==> config.mk <==
export PLATFORM = sky130hd
export DESIGN_NAME = draw_manager
export DESIGN_NICKNAME = d
export VERILOG_FILES = /design/src/rtl/draw_manager.sv
export SDC_FILE = /design/constraint.sdc
export NUM_CORES = 1
export LEC_CHECK = 0
export ABC_AREA = 1
export CAP_MARGIN = 20
export CORE_MARGIN = 1
export CORE_UTILIZATION = 25
export CTS_CLUSTER_DIAMETER = 40
export DETAILED_ROUTE_END_ITERATION = 16
export GPL_TIMING_DRIVEN = 0
export HOLD_SLACK_MARGIN = 0.03
export PLACE_DENSITY_LB_ADDON = 0.3
export SLEW_MARGIN = 20
export SYNTH_ARGS = -nofsm -noshare
export SYNTH_HDL_FRONTEND = slang
export SYNTH_SLANG_ARGS = --single-unit
==> constraint.sdc <==
create_clock -name clk -period 2 [get_ports clk]
set_input_delay 0.4 -clock clk [delete_from_list [all_inputs] [get_ports clk]]
set_output_delay 0.4 -clock clk [all_outputs]
set_load 0.1 [all_outputs]
==> src/rtl/draw_manager.sv <==
// draw_manager: consumer of the shared draw-source write bus.
// Each frame it grants the bus to every source in turn, collects the pixel
// stream, writes opaque in-range pixels into the back framebuffer bank,
// then swaps banks.
// Optional build macro: DRAW_MANAGER_CLEAR_EN -- when defined, each frame
// starts by filling the back bank with CLEAR_COLOR before any source runs.
module draw_manager #(
  parameter int SOURCE_COUNT      = 4,
  parameter int SOURCE_SEL_ADDRW  = 2,
  parameter int DRAW_WIDTH        = 160,
  parameter int DRAW_HEIGHT       = 120,
  parameter int DRAW_WIDTH_ADDRW  = 8,
  parameter int DRAW_HEIGHT_ADDRW = 7,
  parameter int COLOR_DEPTH       = 9,
  parameter int FB_ADDRW          = 15,
  parameter int AWAIT_TIMEOUT     = 1023,
  parameter logic [COLOR_DEPTH-1:0] CLEAR_COLOR = '0
) (
  input  logic                         clk,
  input  logic                         rst,
  input  logic                         frame,
  output logic [SOURCE_SEL_ADDRW-1:0]  write_source_sel,
  output logic                         write_awaited,
  input  logic                         write_active,
  input  logic [COLOR_DEPTH-1:0]       write_color_data,
  input  logic                         write_transparent,
  input  logic [DRAW_WIDTH_ADDRW-1:0]  write_x_addr,
  input  logic [DRAW_HEIGHT_ADDRW-1:0] write_y_addr,
  output logic                         fb_we,
  output logic                         fb_bank,
  output logic [FB_ADDRW-1:0]          fb_addr,
  output logic [COLOR_DEPTH-1:0]       fb_wdata,
  output logic                         busy,
  output logic                         frame_done,
  output logic [7:0]                   skip_count
);

  // Timeout counter runs 0..AWAIT_TIMEOUT-1, giving exactly AWAIT_TIMEOUT
  // cycles in AWAIT before a silent source is skipped.
  localparam int TO_W = (AWAIT_TIMEOUT > 1) ? $clog2(AWAIT_TIMEOUT + 1) : 1;
  localparam logic [TO_W-1:0] TO_LAST = TO_W'(AWAIT_TIMEOUT - 1);
  localparam logic [SOURCE_SEL_ADDRW-1:0] LAST_SEL = SOURCE_SEL_ADDRW'(SOURCE_COUNT - 1);
  localparam logic [31:0] W32 = 32'(DRAW_WIDTH);
  localparam logic [31:0] H32 = 32'(DRAW_HEIGHT);

  typedef enum logic [2:0] {
    S_IDLE   = 3'd0,
    S_CLEAR  = 3'd1,
    S_GRANT  = 3'd2,
    S_AWAIT  = 3'd3,
    S_STREAM = 3'd4,
    S_NEXT   = 3'd5,
    S_SWAP   = 3'd6
  } state_t;

  state_t                        state_q, state_d;
  logic [SOURCE_SEL_ADDRW-1:0]   sel_q, sel_d;
  logic                          awaited_q, awaited_d;
  logic                          busy_q, busy_d;
  logic                          bank_q, bank_d;
  logic [7:0]                    skip_q, skip_d;
  logic [TO_W-1:0]               to_cnt_q, to_cnt_d;
  logic                          fb_we_q, fb_we_d;
  logic [FB_ADDRW-1:0]           fb_addr_q, fb_addr_d;
  logic [COLOR_DEPTH-1:0]        fb_wdata_q, fb_wdata_d;

`ifdef DRAW_MANAGER_CLEAR_EN
  localparam logic [FB_ADDRW-1:0] CLR_LAST = FB_ADDRW'(DRAW_WIDTH * DRAW_HEIGHT - 1);
  logic [FB_ADDRW-1:0]           clr_q, clr_d;
`else
  // Background colour only matters when the clear pass is built in.
  logic                          unused_clear_color;
  assign unused_clear_color = ^CLEAR_COLOR;
`endif

  // Pixel decode: a sample is taken only while the granted source owns the
  // bus; only opaque, in-range pixels turn into a framebuffer write.
  logic        pix_sample;
  logic        pix_ok;
  logic [31:0] pix_addr_full;

  // Decode the incoming pixel into a write candidate.
  always_comb begin
    pix_sample    = write_active && ((state_q == S_AWAIT) || (state_q == S_STREAM));
    pix_addr_full = 32'(write_y_addr) * W32 + 32'(write_x_addr);
    pix_ok        = pix_sample && !write_transparent &&
                    (32'(write_x_addr) < W32) && (32'(write_y_addr) < H32);
  end

  // Next-state and registered-output logic for the frame sequencer.
  always_comb begin
    state_d    = state_q;
    sel_d      = sel_q;
    awaited_d  = awaited_q;
    busy_d     = busy_q;
    bank_d     = bank_q;
    skip_d     = skip_q;
    to_cnt_d   = to_cnt_q;
    fb_we_d    = pix_ok;
    fb_addr_d  = pix_ok ? FB_ADDRW'(pix_addr_full) : fb_addr_q;
    fb_wdata_d = pix_ok ? write_color_data : fb_wdata_q;
`ifdef DRAW_MANAGER_CLEAR_EN
    clr_d      = clr_q;
`endif

    case (state_q)
      S_IDLE: begin
        if (frame) begin
          sel_d  = '0;
          busy_d = 1'b1;
`ifdef DRAW_MANAGER_CLEAR_EN
          clr_d   = '0;
          state_d = S_CLEAR;
`else
          state_d = S_GRANT;
`endif
        end
      end

`ifdef DRAW_MANAGER_CLEAR_EN
      // One background write per cycle across the whole back bank.
      S_CLEAR: begin
        fb_we_d    = 1'b1;
        fb_addr_d  = clr_q;
        fb_wdata_d = CLEAR_COLOR;
        if (clr_q == CLR_LAST) begin
          state_d = S_GRANT;
        end else begin
          clr_d = clr_q + 1'b1;
        end
      end
`endif

      S_GRANT: begin
        awaited_d = 1'b1;
        to_cnt_d  = '0;
        state_d   = S_AWAIT;
      end

      // First pixel (if any) is consumed by pix_ok in this same cycle.
      S_AWAIT: begin
        if (write_active) begin
          state_d = S_STREAM;
        end else if (to_cnt_q == TO_LAST) begin
          awaited_d = 1'b0;
          if (skip_q != 8'hFF) skip_d = skip_q + 8'd1;
          state_d = S_NEXT;
        end else begin
          to_cnt_d = to_cnt_q + 1'b1;
        end
      end

      S_STREAM: begin
        if (!write_active) begin
          awaited_d = 1'b0;
          state_d   = S_NEXT;
        end
      end

      // Bank flips on entry to SWAP; the last pixel's write has already
      // been presented at least one cycle earlier on the old bank.
      S_NEXT: begin
        if (sel_q == LAST_SEL) begin
          bank_d  = ~bank_q;
          state_d = S_SWAP;
        end else begin
          sel_d   = sel_q + 1'b1;
          state_d = S_GRANT;
        end
      end

      S_SWAP: begin
        busy_d  = 1'b0;
        state_d = S_IDLE;
      end

      default: state_d = S_IDLE;
    endcase
  end

  // State and output registers with synchronous reset.
  always_ff @(posedge clk) begin
    if (rst) begin
      state_q    <= S_IDLE;
      sel_q      <= '0;
      awaited_q  <= 1'b0;
      busy_q     <= 1'b0;
      bank_q     <= 1'b0;
      skip_q     <= '0;
      to_cnt_q   <= '0;
      fb_we_q    <= 1'b0;
      fb_addr_q  <= '0;
      fb_wdata_q <= '0;
    end else begin
      state_q    <= state_d;
      sel_q      <= sel_d;
      awaited_q  <= awaited_d;
      busy_q     <= busy_d;
      bank_q     <= bank_d;
      skip_q     <= skip_d;
      to_cnt_q   <= to_cnt_d;
      fb_we_q    <= fb_we_d;
      fb_addr_q  <= fb_addr_d;
      fb_wdata_q <= fb_wdata_d;
    end
  end

`ifdef DRAW_MANAGER_CLEAR_EN
  // Clear-pass address counter.
  always_ff @(posedge clk) begin
    if (rst) clr_q <= '0;
    else     clr_q <= clr_d;
  end
`endif

  assign write_source_sel = sel_q;
  assign write_awaited    = awaited_q;
  assign fb_we            = fb_we_q;
  assign fb_bank          = bank_q;
  assign fb_addr          = fb_addr_q;
  assign fb_wdata         = fb_wdata_q;
  assign busy             = busy_q;
  assign frame_done       = (state_q == S_SWAP);
  assign skip_count       = skip_q;

endmodule

======== Yosys cells after proc, flatten, opt, wreduce, memory -nomap -nowiden ========
Cells that the tools add are included.
operators by class
  multipliers ............................. 1
  multiplexer cells ....................... 18
  bitwise logic cells ..................... 2
  reductions and logical operators ........ 18
  order comparisons ....................... 2
  equality and inequality tests ........... 15
  $add $sub $neg .......................... 4
operators by type and width
  kind                                                                   number
  10-bit 2-to-1 mux                                                      2
  10-bit one-hot mux with 2 select lines                                 1
  15-bit by 8-bit adder with 15-bit output                               1
  3-bit 2-to-1 mux                                                       5
  3-bit one-hot mux with 5 select lines                                  1
  10-bit by 1-bit adder with 10-bit output, second input constant        1
  10-bit equality test, second input constant                            1
  7-bit by 3-bit multiplier with 10-bit output, second input constant    1
  2-bit inequality test, second input constant                           5
  3-bit equality test, second input constant                             3
  3-bit AND reduction                                                    3
  8-bit by 1-bit adder with 8-bit output, second input constant          1
  8-bit < comparator, second input constant                              1
  8-bit inequality test, second input constant                           1
  4-bit AND reduction                                                    2
  7-bit < comparator, second input constant                              1
  3-bit by 2-bit equality test with 1-bit output, second input constant  2
  2-bit nonzero test                                                     3
  1-bit logical AND                                                      4
  1-bit 2-to-1 mux                                                       4
  2-bit 2-to-1 mux                                                       2
  2-bit one-hot mux with 2 select lines                                  1
  2-bit AND reduction                                                    2
  3-bit zero test                                                        1
  other kinds (10)                                                       11
storage, ports and cells
  word-level logic and storage cells ...... 70
  output and inout bits ................... 39
  register bits ........................... 51

======== Logic depth before layout (Yosys ltp) ========
  depth in word-level cells ............... 6
  gate-level depth with buffers ........... 13
  gate-level depth less buffers ........... 13

======== Worst setup path after synthesis ========
Ideal clock, no wire load.
  kind .................................... reg-to-reg
  start ................................... reg state_q[2]
  end ..................................... reg busy_q (netlist: busy)
  period minus slack after synthesis ...... 2986 ps
  required time ........................... 1868 ps
  buffers on the path ..................... 0
  data arrival time ....................... 2854 ps
  stages on the path, launching flop included .. 6
  path slack .............................. -986 ps
  cells stage by stage .................... dfxtp_1 inv_1 nor3_1 inv_1 nand2_1 a21oi_1
between the ends
  longest elaborated chain between the ends .. 3
  elaborated cells on any way between the ends .. 6
  those cells by class .................... eq/ne (2); mux (1); reduce/logical (3)
ends and longest elaborated chain
  item                           line  RTL
  start: declaration             56    state_t state_q, state_d;
  start signal: assignment       195   state_q <= state_d;
  3-bit equality test *          -
  named net frame_done           34    output logic frame_done,
  2-bit nonzero test (no line)   -
  2-bit AND reduction (no line)  -
  end signal: assignment         198   busy_q <= busy_d;
  end: declaration               59    logic busy_q, busy_d;
The timed path passes the listed nets; every way through them passes the cells marked *.
A chain may end at the register's enable or synchronous reset.

======== Final worst setup path ========
  start ................................... in write_y_addr[3]
  end ..................................... reg fb_addr_q[12] (netlist: fb_addr[12])
between the ends
  longest elaborated chain between the ends .. 2
  elaborated cells on any way between the ends .. 4
  those cells by class .................... add/sub (1); mul (1); order compare (1); reduce/logical (1)
ends and longest elaborated chain
  item                                                                                line    RTL
  start: declaration                                                                  28      input logic [DRAW_HEIGHT_ADDRW-1:0] write_y_addr,
  7-bit by 3-bit multiplier with 10-bit output or 7-bit < comparator (tied branches)  85, 87
  15-bit by 8-bit adder with 15-bit output or 1-bit logical AND (tied branches)       85, 87
  end signal: assignment                                                              203     fb_addr_q <= fb_addr_d;
  end: declaration                                                                    64      logic [FB_ADDRW-1:0] fb_addr_q, fb_addr_d;
Several ways; a longest one is shown, not always the timed one.

==> reports/metrics.yaml <==
grt_max_degree: 18
syn_area_sq_um: 2877
utilization_pct: 36.58
powerDensity_nw_per_um2: 945.8
grt_pass1_vias: 2632
cts_buffers: 5
clkTransAtPathRegs_ps: 70
vias: 2839
crit_fanout: 3
setup_viol: 0
clk_path_buf_depth: 2
report.power.total_mw: 3.816
maxCapViolations: 0
synth_top_area_share_pct: 35.49
start_util_pct: 26.08
track_usage_pct: 13.18
drive_gt1_share_pct: 15.54
overflow: 0
wl_met1_um: 3452
worst-setup-path-type: "in -> reg"
synthTopCellsByArea: "dfxtp_1 35%, nand2_1 10%, nor2_1 9.8%"
crit_slowest_cell: "fa_2"
die_area_sq_um: 11940
clock_power_share_pct: 26.3
crit_chain: "buf_8 > ha_4 > ha_4 > fa_2 > nand2_2 > nor2_1 > nand2_1 > nand2_2 > nand2_2 > o21ai_1 > nand3_1 > nand2_1 > inv_1"
die_width_um: 109.3
core_sq_um: 11030
leakage_nw: 1.832
hold_violations: 0
synth_cell_types: 31
postRouteAntennaNets: 0
avgRoutedWirePerCell_um: 11.88
peakVddDrop_mv: 0.4739
status: "finished clean"
gp_routability_congestion: 0.8583
yosysWarnings: 0
fillers: 1190
min-delay-start: "busy"
intPower_mw: 2.188
fin_nets: 536
tightest_slew_ps: 981.0
crit_top_cell: "nand2_2"
tritoncts: "done"
syn_nets: 456
finalMaxSlewViolations: 0
yosysSeqAreaShare_pct: 35.49
crit_start: "write_y_addr[3]"
syn_area_per_cell_sq_um: 7.050
combPwrFrac_pct: 41.4
drc: 0
fp.dieH_um: 109.3
place_hpwl_um: 5782
max_slew_margin_pct: 34.86
r2r-start: "to_cnt_q[0]"
worst_path_largest_cell_delay_ps: 540
holdCritPathClass: "reg -> reg"
ios: 68
cts_hold_buffers: 0
drt_iter0_markers: 152
wl_met2_um: 3596
synth_seq_cells: 51
power_switching_mw: 1.628
area_growth_pct: 40.28
yosys.area.top_type: "dfxtp_1"
cts_sinks: 51
pwr-share-seq_pct: 32.3
cp-end-kind: "flip-flop"
viasPerCell: 4.514
fin_crit_ps: 1938
cts-root-buf: "clkbuf_16"
wl_met3_um: 305
fin_hold_ws_ps: 461.0
start_kind: "input pin"
wirelength_um: 7472
htree_levels: 2
top_layer: "met4"
finalCritPeriodShare_pct: 96.88
grt_first_pass_wirelength_um: 12330
first_pass_iters: 4
swShare_pct: 42.66
insertion_delay_ps: 300
rsz0062_at_grt: "yes"
worst_ep_arrival_time_ps: 2130
netlist_instances: 408
fin_skew_ps: 12.19
rows: 38
antenna_found_initial: 0
io_buffers: 67
cp.required_ps: 2190
diodes: 0
fmax_mhz: 516.1
==> worst max-delay path: cells and delay by family <==
| kind | cells | cell delay, ps |
|---|---|---|
| adder cells (fa/ha/maj) | 3 | 940 |
| AND/OR/NAND/NOR | 7 | 500 |
| AO/OA/AOI/OAI | 1 | 150 |
| buffers and inverters | 2 | 130 |
==> synthesized netlist by cell type <==
cell type and number:
nand2_2 2, clkbuf_1 6, xor2_1 6, nand3_1 25, buf_6 2, nand4_1 14, o211a_1 1, dfxtp_1 51
nor3_1 6, buf_2 1, nor3_4 2, a21boi_0 1, buf_4 1, nand3_4 2, inv_1 40, nand2_4 2
nor2_2 3, nand3_2 1, xnor2_1 5, nor2_4 1, a21oi_1 25, o21a_1 1, inv_2 4, a31oi_1 1
o21ai_1 2, o21ai_0 29, ha_1 17, nor2_1 75, nand2_1 78, fa_1 2, or2_2 2
==> cell usage in the layout (no fill, tap or decap), types with 2 or more instances in the layout <==
master and n:
a21oi_1 23, a21oi_2 2, buf_2 3, buf_4 7, buf_6 3, clkbuf_1 6
clkbuf_16 5, clkbuf_2 7, clkdlybuf4s50_1 19, dfxtp_1 49, dfxtp_2 2, dlygate4sd2_1 34
dlymetal6s2s_1 2, fa_2 2, ha_1 8, ha_4 8, inv_1 40, inv_2 4
nand2_1 74, nand2_2 6, nand2_4 2, nand3_1 24, nand3_2 2, nand3_4 2
nand4_1 14, nor2_1 71, nor2_2 7, nor3_1 5, nor3_4 3, o21ai_0 26
o21ai_1 4, xnor2_1 5, xor2_1 5
==> per-stage QoR <==
step | setup TNS [ps] | area, sq um | worst slack (ps) | cells
2_1_floorplan | -109.0 | 2939 | -63.83 | 408
3_3_place_gp | -6640 | 3785 | -756.7 | 615
3_5_place_dp | -7425 | 3785 | -766.8 | 615
4_1_cts | 0 | 3990 | 3.675 | 626
5_1_grt | -72.11 | 4035 | -64.85 | 629
6_report | 0 | 4035 | 62.44 | 629
==> final timing paths <==
path | endpoint | slack [ps] | depth (start not counted)
min | busy | 460 | 2
max | fb_addr[12] | 60 | 13
min reg2reg | busy | 460 | 2
max reg2reg | to_cnt_q[3] | 340 | 10
==> routing by layer <==
layer,GRT usage (%),up-vias
met1,16.96,1294
met4,3.810,0
met3,2.570,12
met5,0,-
li1,-,1477
met2,22.24,56
==> registers in the layout (all words and copies together), names as in the netlist <==
| register | flops |
|---|---|
| skip_count | 8 |
| fb_wdata | 9 |
| fb_addr | 15 |
| write_source_sel | 2 |
| fb_bank | 1 |
| to_cnt_q | 10 |
| state_q | 3 |
| busy | 1 |
| write_awaited | 1 |
| fb_we | 1 |
==> power by group through the flow <==
stage / Clock [mW] / Sequential, mW / Combinational, mW
after floorplan: 0 / 1.71 / 0.744
after global placement: 0 / 1.26 / 1.57
after detailed placement: 0 / 1.26 / 1.58
after CTS: 1.02 / 1.23 / 1.57
after global routing: 1.06 / 1.25 / 1.73
final: 1.00 / 1.23 / 1.58
==> layout make-up <==
class                      instances  area, sq um  area share, %
clock inverter                     3        47.55          1.178
inverter                          44        165.2          4.093
timing repair buffer              73        639.4          15.84
buffer                            10        57.56          1.426
clock buffer                       5        125.1          3.101
tap                              140        175.2          4.341
multi-input combinational        303         1802          44.65
sequential                        51         1023          25.36
==> kinds of logic after synthesis <==
logic type                 synth area share, %
AOI/OAI and AO/OA                        10.83
adders and majority gates                8.786
and+or+nand+nor                          33.80
buffers and inverters                    7.742
DFF                                      35.49
xor gates and xnor gates                 3.349
==> repair_timing <==
action | CTS | global route
setup buffers | 3 | 3
gates resized for setup | 74 | 29
setup endpoints to repair | 45 | 12
pin swaps | 8 | 14
No activity file was read; power rests on OpenSTA's default activity.
